**src/rtl/knn_pkg.sv**
```systemverilog
// Shared constants for the kNN top-K sorter and the downstream majority voter.
// Both sides unpack sorted_list with these widths and the same SENTINEL value.
package knn_pkg;

  localparam int DIST_W  = 18;
  localparam int CLASS_W = 2;
  localparam int ENTRY_W = DIST_W + CLASS_W;
  localparam int K_MAX   = 5;

  localparam logic [ENTRY_W-1:0] SENTINEL = {{DIST_W{1'b1}}, {CLASS_W{1'b0}}};

  typedef enum logic [1:0] {
    ST_IDLE,
    ST_ACCUM,
    ST_EMIT
  } state_t;

endpackage

```
**src/rtl/topk_insert_slot.sv**
```systemverilog
// One rank of the top-K insertion array.
// Each accepted sample either leaves the rank alone, writes the sample here, or shifts the entry down from the rank above.
module topk_insert_slot #(
  parameter int DIST_W  = 18,
  parameter int CLASS_W = 2
) (
  input  logic                       clk,
  input  logic                       rst,
  input  logic                       accept,
  input  logic                       clear,
  input  logic [DIST_W+CLASS_W-1:0]  new_entry,
  input  logic [DIST_W+CLASS_W-1:0]  prev_entry,
  input  logic                       prev_lt,
  output logic                       lt,
  output logic [DIST_W+CLASS_W-1:0]  entry_d,
  output logic [DIST_W+CLASS_W-1:0]  entry_q
);

  localparam int ENTRY_W = DIST_W + CLASS_W;
  localparam logic [ENTRY_W-1:0] SENT = {{DIST_W{1'b1}}, {CLASS_W{1'b0}}};

  // Strictly-less keeps an equal existing entry at the better rank.
  assign lt = new_entry[ENTRY_W-1:CLASS_W] < entry_q[ENTRY_W-1:CLASS_W];

  always_comb begin
    entry_d = entry_q;
    if (accept) begin
      if (prev_lt)
        entry_d = prev_entry;
      else if (lt)
        entry_d = new_entry;
    end
  end

  always_ff @(posedge clk or posedge rst) begin
    if (rst)
      entry_q <= SENT;
    else if (clear)
      entry_q <= SENT;
    else
      entry_q <= entry_d;
  end

endmodule

```
**src/rtl/knn_topk_sorter.sv**
```systemverilog
// Streaming top-K selector: keeps the K smallest (distance, class) samples of a frame
// and publishes them rank-ordered with a one-cycle start pulse at end of frame.
module knn_topk_sorter #(
  parameter int DIST_W  = knn_pkg::DIST_W,
  parameter int CLASS_W = knn_pkg::CLASS_W,
  parameter int K_MAX   = knn_pkg::K_MAX
) (
  input  logic                                 clk,
  input  logic                                 rst,
  input  logic                                 in_valid,
  output logic                                 in_ready,
  input  logic [DIST_W-1:0]                    in_dist,
  input  logic [CLASS_W-1:0]                   in_class,
  input  logic                                 in_last,
  output logic [K_MAX*(DIST_W+CLASS_W)-1:0]    sorted_list,
  output logic                                 start,
  output logic [15:0]                          sample_count
);

  import knn_pkg::*;

  localparam int EW = DIST_W + CLASS_W;
  localparam logic [EW-1:0] SENT = {{DIST_W{1'b1}}, {CLASS_W{1'b0}}};

  state_t state_q, state_d;

  logic              accept;
  logic              last_acc;
  logic [EW-1:0]     new_entry;
  logic [EW-1:0]     slot_q [K_MAX];
  logic [EW-1:0]     slot_d [K_MAX];
  logic [K_MAX-1:0]  lt;
  logic [K_MAX*EW-1:0] list_d;

  assign in_ready  = !rst && (state_q != ST_EMIT);
  assign accept    = in_valid && in_ready;
  assign last_acc  = accept && in_last;
  assign new_entry = {in_dist, in_class};
  assign start     = (state_q == ST_EMIT);

  for (genvar i = 0; i < K_MAX; i++) begin : g_slot
    logic          prev_lt;
    logic [EW-1:0] prev_entry;
    if (i == 0) begin : g_first
      assign prev_lt    = 1'b0;
      assign prev_entry = new_entry;
    end else begin : g_rest
      assign prev_lt    = lt[i-1];
      assign prev_entry = slot_q[i-1];
    end

    topk_insert_slot #(
      .DIST_W  (DIST_W),
      .CLASS_W (CLASS_W)
    ) u_slot (
      .clk        (clk),
      .rst        (rst),
      .accept     (accept),
      .clear      (last_acc),
      .new_entry  (new_entry),
      .prev_entry (prev_entry),
      .prev_lt    (prev_lt),
      .lt         (lt[i]),
      .entry_d    (slot_d[i]),
      .entry_q    (slot_q[i])
    );
  end

  always_comb begin
    list_d = '0;
    for (int unsigned i = 0; i < K_MAX; i++)
      list_d[i*EW +: EW] = slot_d[i];
  end

  always_comb begin
    state_d = state_q;
    case (state_q)
      ST_IDLE:  if (accept) state_d = in_last ? ST_EMIT : ST_ACCUM;
      ST_ACCUM: if (last_acc) state_d = ST_EMIT;
      ST_EMIT:  state_d = ST_IDLE;
      default:  state_d = ST_IDLE;
    endcase
  end

  // The list is captured with the last sample already inserted, so start and
  // sorted_list appear together in the cycle after the final accept while the slots clear.
  always_ff @(posedge clk or posedge rst) begin
    if (rst) begin
      state_q      <= ST_IDLE;
      sorted_list  <= {K_MAX{SENT}};
      sample_count <= '0;
    end else begin
      state_q <= state_d;
      if (last_acc)
        sorted_list <= list_d;
      if (accept) begin
        if (state_q == ST_IDLE)
          sample_count <= 16'd1;
        else if (sample_count != '1)
          sample_count <= sample_count + 16'd1;
      end
    end
  end

endmodule
```
**config.mk**
```make
export PLATFORM = sky130hd
export DESIGN_NAME = knn_topk_sorter
export DESIGN_NICKNAME = d
export VERILOG_FILES = /design/src/rtl/knn_pkg.sv /design/src/rtl/topk_insert_slot.sv /design/src/rtl/knn_topk_sorter.sv
export SDC_FILE = /design/constraint.sdc
export NUM_CORES = 1
export LEC_CHECK = 0
export ABC_AREA = 1
export BUFFER_PORTS_ARGS = -buffer_cell sky130_fd_sc_hd__buf_4
export CAP_MARGIN = 0
export CORE_ASPECT_RATIO = 0.5
export CORE_MARGIN = 4
export CORE_UTILIZATION = 40
export CTS_BUF_LIST = sky130_fd_sc_hd__clkbuf_8
export CTS_CLUSTER_SIZE = 25
export DETAILED_ROUTE_END_ITERATION = 10
export PLACE_DENSITY = 0.57
export SLEW_MARGIN = 20
export SYNTH_ARGS = -nofsm -noshare
export SYNTH_HDL_FRONTEND = slang
export SYNTH_SLANG_ARGS = --single-unit
export TNS_END_PERCENT = 5
```
**constraint.sdc**
```tcl
create_clock -name clk -period 11.8 [get_ports clk]
set_input_delay 0.59 -clock clk [delete_from_list [all_inputs] [get_ports clk]]
set_output_delay 0.59 -clock clk [all_outputs]
set_load 0.02 [all_outputs]
```
==> reports/metrics.yaml, run 1 <==
grt_start_max_net_pins: 101
drive_gt1_frac: 0.1962
async_flop_share: 1.000
regArea_um2: 5680
io_pins: 142
drt_first_pass_iters: 5
r2r-start: "g_slot[0].u_slot.entry_q[11]$_DFF_PP1_"
dr_wl_met3_um: 3182
dieWidth_um: 275.5
wl_um: 46080
yosys_most_used_dff: "dfstp_2"
timing.fmax_ghz: 0.3018
final_area_um2: 16280
rr_worst_depth: 10
initial_core_util: 0.4103
synth_largest_area_cell: "dfstp_2"
core_area_um2: 34890
finClkSkew_ns: 0.03338
gp_congestion: 0.8466
n_antenna_cell: 0
seqPwrFrac: 0.376
numPortBuffers: 141
post-cts-setup-buffers: 0
cts_sinks: 218
ff2ff_setup_slack_ns: 8.49
slowest_delay_ns: 0.84
crit_family: "simple AND/OR/NAND/NOR gates"
crit_buf_inv: 1
cts_buffer_depth: 3
ant_nets: 0
synthCells: 2026
antenna_found_initial: 0
synth_nets: 2136
worstPathArrival_ns: 3.83
swShare: 0.4126
rows: 48
status: "complete, no violations"
h-tree-depth: 2
num_vias: 13536
synth_cell_type_count: 32
powerDensity_nw_per_um2: 206.9
leakage_uw: 0.009112
synth_edf_count: 0
grtUsageTotal: 0.2358
clock-root-buffer: "clkbuf_8"
wl_met1_um: 21650
power.switching_uw: 1390
reg2reg_to: "sorted_list[24]$_DFFE_PP1P_"
comb_power_share: 0.411
end_kind: "register"
wl_per_cell_um: 17.68
synth_area_leaders: "dfstp_2 33%, nand2_1 20%, nand3_1 9.9%"
yosysWarnings: 0
finalCritPeriodShare: 0.2808
period_minus_slack_ns: 3.314
dp_hpwl_um: 30010
grt_pass1_vias: 12840
drt_iter0_drc: 1102
hold_buffers: 0
synth-seq-cells: 218
cts_buffers: 37
fin_cells: 2606
nNetsFinal: 2213
slew_headroom: 0.2955
tns_ns: 0
rsz0062_at_grt: "no"
tightest_slew_ns: 1.057
grt_overflow: 0
vdd_drop_max_v: 0.00009724
clkSlewWorstSetupHoldPaths_ns: 0.06
met2_length_um: 20140
avgSynthCellArea_um2: 7.066
p_clk_frac: 0.214
path_class: "reg2reg"
drv_cap: 0
cts_tree: "yes"
slew_violations: 0
grt_pass1_wl_um: 72970
synth_most_common_cell: "nand2_1"
numPlacedInstances: 2539
cp.required_ns: 12.32
setup_viol: 0
cp-start-kind: "register"
highest_layer: "met4"
nFillCells: 3664
power.internal_uw: 1979
finalHoldViolations: 0
drc: 0
hp-class: "in2async"
synth_top_area_frac: 0.3304
die_h_um: 141.8
post_drt_via_cell_ratio: 5.194
clk_latency_ns: 0.58
ys_seq_area_frac: 0.3968
syn_to_final_growth_pct: 13.73
ys_top_cells_by_count: "773 x nand2_1, 282 x nand3_1, 257 x inv_1, 180 x dfstp_2, 164 x nand4_1"
worst_path_max_delay_cell: "nand3_1"
worstPathCellList: "inv_1, ha_1, a21o_1, nor2_1, nand2_1, nand2_1, nand3_1, nand3_1, nand3_1, nand2_1"
path_max_fanout: 22
ctsResizeCount: 0
syn-cell-area_um2: 14320
placed_area_um2: 15530
fp.dieArea_um2: 39070
multi_input_area_um2: 7058
==> cell usage in the layout, fill, tap and decap left out <==
cell,count
a21o_1,6
a21oi_1,22
a21oi_2,3
buf_4,160
bufinv_16,1
clkbuf_8,45
clkinv_2,4
clkinvlp_4,2
dfrtp_1,38
dfstp_2,180
ha_1,86
inv_1,270
inv_2,5
inv_6,1
inv_8,2
nand2_1,773
nand2_2,1
nand2_4,1
nand3_1,281
nand3_2,3
nand4_1,164
nor2_1,39
nor2_2,4
nor2_4,1
nor3_1,7
nor3b_1,1
nor4_1,1
o21a_1,1
o21ai_0,10
o21ai_1,5
o31ai_1,4
or2_2,5
xor2_1,5
==> kinds of logic after synthesis <==
group / after synthesis / share of synthesized area
and+or+nand+nor: 1281 / 0.3939
buffers and inverters: 385 / 0.1108
DFF: 218 / 0.3968
adders and majority gates: 86 / 0.07516
AOI/OAI and AO/OA: 51 / 0.02028
xor gates and xnor gates: 5 / 0.003059
==> power by group through the flow <==
stage	sequential, uW	clock [uW]	combinational, uW
floorplan	1390	0	801
global placement	1270	0	1370
detailed placement	1270	0	1390
CTS	1270	738	1390
global route	1300	772	1560
finish	1270	720	1380
==> worst max path at each step <==
stage,from,endpoint,slack (ns),cells after the start
floorplan,rst,g_slot[0].u_slot.entry_q[0]$_DFF_PP0_,5.54,1
global placement,in_dist[9],sorted_list[26]$_DFFE_PP1P_,8.30,10
detailed placement,in_dist[9],sorted_list[24]$_DFFE_PP1P_,8.30,10
CTS,g_slot[0].u_slot.entry_q[11]$_DFF_PP1_,sorted_list[39]$_DFFE_PP1P_,8.51,10
global route,g_slot[0].u_slot.entry_q[11]$_DFF_PP1_,sorted_list[39]$_DFFE_PP1P_,8.19,10
finish,g_slot[0].u_slot.entry_q[11]$_DFF_PP1_,sorted_list[24]$_DFFE_PP1P_,8.49,10
==> routing by layer <==
metal,vias to the layer above,GRT usage
met5,-,0
met4,0,0.06109
met3,81,0.04867
met2,363,0.3613
met1,6407,0.3403
li1,6685,-
==> flip-flops by register name (all words and copies together) (netlist names) <==
signal / flops
g_slot.u_slot.entry_q: 100
sample_count: 16
sorted_list: 100
state_q: 2
==> layout make-up <==
cell class                      count  area share
Timing Repair Buffer              160     0.07377
Clock buffer                       45     0.03804
Sequential cell                   218      0.3489
Tap cell                          475     0.03650
Clock inverter                     22    0.007915
Multi-Input combinational cell   1423      0.4335
Inverter                          263     0.06140
==> metrics by stage <==
stage | hold slack, ns | setup slack, ns | power [uW] | utilization
6_report | 0.07515 | 8.486 | 3369 | 0.4666
5_1_grt | 0.1065 | 8.191 | 3628 | 0.4666
4_1_cts | 0.08370 | 8.514 | 3393 | 0.4666
3_5_place_dp | 0.4570 | 8.302 | 2657 | 0.4452
3_3_place_gp | 0.4581 | 8.300 | 2646 | 0.4452
2_1_floorplan | 0.4494 | 5.544 | 2190 | -
(Power assumes the default switching activity.)
==> inputs of run 2 (changes only) <==
--- a/config.mk
+++ b/config.mk
@@ -14,7 +14,7 @@
 export CTS_BUF_LIST = sky130_fd_sc_hd__clkbuf_8
 export CTS_CLUSTER_SIZE = 25
 export DETAILED_ROUTE_END_ITERATION = 10
-export PLACE_DENSITY = 0.57
+export PLACE_DENSITY = 0.59
 export SLEW_MARGIN = 20
 export SYNTH_ARGS = -nofsm -noshare
 export SYNTH_HDL_FRONTEND = slang
==> constraint.sdc (replaced) <==
create_clock -name clk -period 3 [get_ports clk]
set_input_delay 0.15 -clock clk [delete_from_list [all_inputs] [get_ports clk]]
set_output_delay 0.15 -clock clk [all_outputs]
set_load 0.02 [all_outputs]
==> run 2 against run 1 <==
Net effect:
- worst hold slack lost 0.0081 ns
- register-to-register slack lost 8.2 ns
- die area is the same
- power grew to 3.9 times the previous value
- global-route usage shrank 0.39 points
- sequential power grew to 3.9 times the previous value
==> reports/metrics.yaml, run 2 (synthesized netlist as in run 1, its figures left out) <==
status: "complete, no violations"
die_h_um: 141.8  # unchanged
tns_ns: 0  # unchanged
highest_layer: "met4"
fp.dieArea_um2: 39070  # unchanged
drive_gt1_frac: 0.2040  # +0.007798
clkSlewWorstSetupHoldPaths_ns: 0.08  # +0.02 ns
cts_buffers: 37  # unchanged
dr_wl_met3_um: 3413  # +7.3%
path_max_fanout: 20  # -9.1%
cp.required_ns: 3.47  # -8.85 ns
final_area_um2: 16760  # +2.9%
wl_met1_um: 20730  # -4.3%
drv_cap: 0  # unchanged
ant_nets: 0  # unchanged
nFillCells: 3564  # -2.7%
cts_sinks: 218  # unchanged
setup_viol: 0  # unchanged
cts_buffer_depth: 3  # unchanged
finalCritPeriodShare: 0.8989  # +0.6180
numPlacedInstances: 2566  # +1.1%
wl_um: 45190  # -1.9%
initial_core_util: 0.4103  # unchanged
period_minus_slack_ns: 2.697  # -0.6171 ns
layout_commonest_cell: "nand2_1"
numPortBuffers: 141  # unchanged
powerDensity_nw_per_um2: 788.6  # +280%
leakage_uw: 0.009338  # +2.5%
worstPathArrival_ns: 3.16  # -0.67 ns
fin_cells: 2652  # +1.8%
n_antenna_cell: 0  # unchanged
crit_start: "g_slot[0].u_slot.entry_q[11]$_DFF_PP1_"
hold_buffers: 20  # +20
largestRegisters: "g_slot.u_slot.entry_q: 100 flops, sorted_list: 100 flops, sample_count: 16 flops"
fin_util: 0.4803  # +0.01366
path_class: "reg2reg"
finClkSkew_ns: 0.04144  # +0.008057 ns
rows: 48  # unchanged
r2r-start: "g_slot[0].u_slot.entry_q[11]$_DFF_PP1_"
rsz0062_at_grt: "no"
nNetsFinal: 2260  # +2.1%
grtUsageTotal: 0.2319  # -0.003857
cp_num_cells: 11  # +1
clock-root-buffer: "clkbuf_8"
vdd_drop_max_v: 0.0002765  # +180%
finalHoldViolations: 0  # unchanged
worst_path_max_delay_cell: "dfstp_2"
gp_congestion: 0.8652  # +2.2%
post-cts-setup-buffers: 0  # unchanged
io_pins: 142  # unchanged
grt_overflow: 0  # unchanged
crit_family: "simple AND/OR/NAND/NOR gates"
total_power_uw: 13220  # +290%
worstPathCellList: "inv_1, ha_1, a21o_1, nor2_1, nand2_1, nand2_1, nand4_1, inv_2, nand2_1, nand3_1, nand2_1"
grt_pass1_vias: 13055  # +1.7%
final_cell_mix: "773 x nand2_1, 282 x nand3_1, 269 x inv_1, 180 x dfstp_2, 178 x buf_4"
dp_hpwl_um: 30410  # +1.3%
crit_end: "sorted_list[0]$_DFFE_PP0P_"
num_vias: 13685  # +1.1%
timing.fmax_ghz: 0.3708  # +23%
slew_violations: 0  # unchanged
rr_worst_depth: 11  # +1
drt_first_pass_iters: 5  # unchanged
reg2reg_to: "sorted_list[0]$_DFFE_PP0P_"
post_drt_via_cell_ratio: 5.160  # -0.65%
antenna_found_initial: 0  # unchanged
cts_tree: "yes"
path_common_cell: "nand2_1"
hp-class: "in2reg"
h-tree-depth: 2  # unchanged
slowest_delay_ns: 0.51  # -0.33 ns
grt_pass1_wl_um: 72240  # -0.99%
tightest_slew_ns: 0.8713  # -0.1854 ns
dieWidth_um: 275.5  # unchanged
drc: 0  # unchanged
core_area_um2: 34890  # unchanged
ff2ff_setup_slack_ns: 0.30  # -8.18 ns
met2_length_um: 19760  # -1.9%
crit_buf_inv: 2  # +1
cp-start-kind: "register"
end_kind: "register"
drt_iter0_drc: 982  # -11%
placed_area_um2: 15840  # +2.0%
ctsResizeCount: 0  # unchanged
min_from: "in_valid"
clk_latency_ns: 0.58  # about the same
slew_headroom: 0.4179  # +0.1224
wl_per_cell_um: 17.04  # -3.6%
grt_start_max_net_pins: 73  # -28%
syn_to_final_growth_pct: 17.06
## run 2: worst min path at each step
stage / end / depth (start not counted) / slack, ns
after floorplan: g_slot[0].u_slot.entry_q[10]$_DFF_PP1_ / 4 / 0.33
after global placement: g_slot[4].u_slot.entry_q[0]$_DFF_PP0_ / 2 / 0.40
after detailed placement: g_slot[4].u_slot.entry_q[0]$_DFF_PP0_ / 2 / 0.38
after CTS: g_slot[4].u_slot.entry_q[4]$_DFF_PP1_ / 4 / 0.02
after global routing: g_slot[0].u_slot.entry_q[9]$_DFF_PP1_ / 5 / 0.08
final: g_slot[4].u_slot.entry_q[3]$_DFF_PP1_ / 4 / 0.07
## run 2: tightest hold or removal path: stages
cell     delay, ns
buf_4         0.09
nand2_4       0.20
nand2_1       0.12
nand3_1       0.07
## run 2: metrics by stage
step | setup slack [ns] | hold slack [ns]
after floorplan | 0.1569 | 0.3306
after global placement | 0.4059 | 0.3952
after detailed placement | 0.3144 | 0.3849
after CTS | 0.2857 | 0.02361
after global routing | 0.04021 | 0.08123
final | 0.3034 | 0.06707
## run 2: power breakdown
group / total, uW / internal [uW] / switching (uW)
clock: 2730 / 1380 / 1350
sequential: 4950 / 4340 / 608
combinational: 5540 / 2090 / 3450
## run 2: cell type report
| type | instances | area, um2 | share of cell area |
|---|---|---|---|
| inverter | 263 | 996.0 | 0.05943 |
| multi-input combinational | 1423 | 7053 | 0.4209 |
| sequential | 218 | 5680 | 0.3390 |
| clock inverter | 24 | 140.1 | 0.008362 |
| timing repair buffer | 207 | 1717 | 0.1024 |
| tap | 475 | 594.3 | 0.03546 |
| clock buffer | 42 | 578.1 | 0.03449 |
## run 2: per-layer routing
layer	up-vias	global-route usage
met5	-	0
met4	0	0.07158
met3	96	0.05694
met2	419	0.3578
met1	6385	0.3226
li1	6785	-
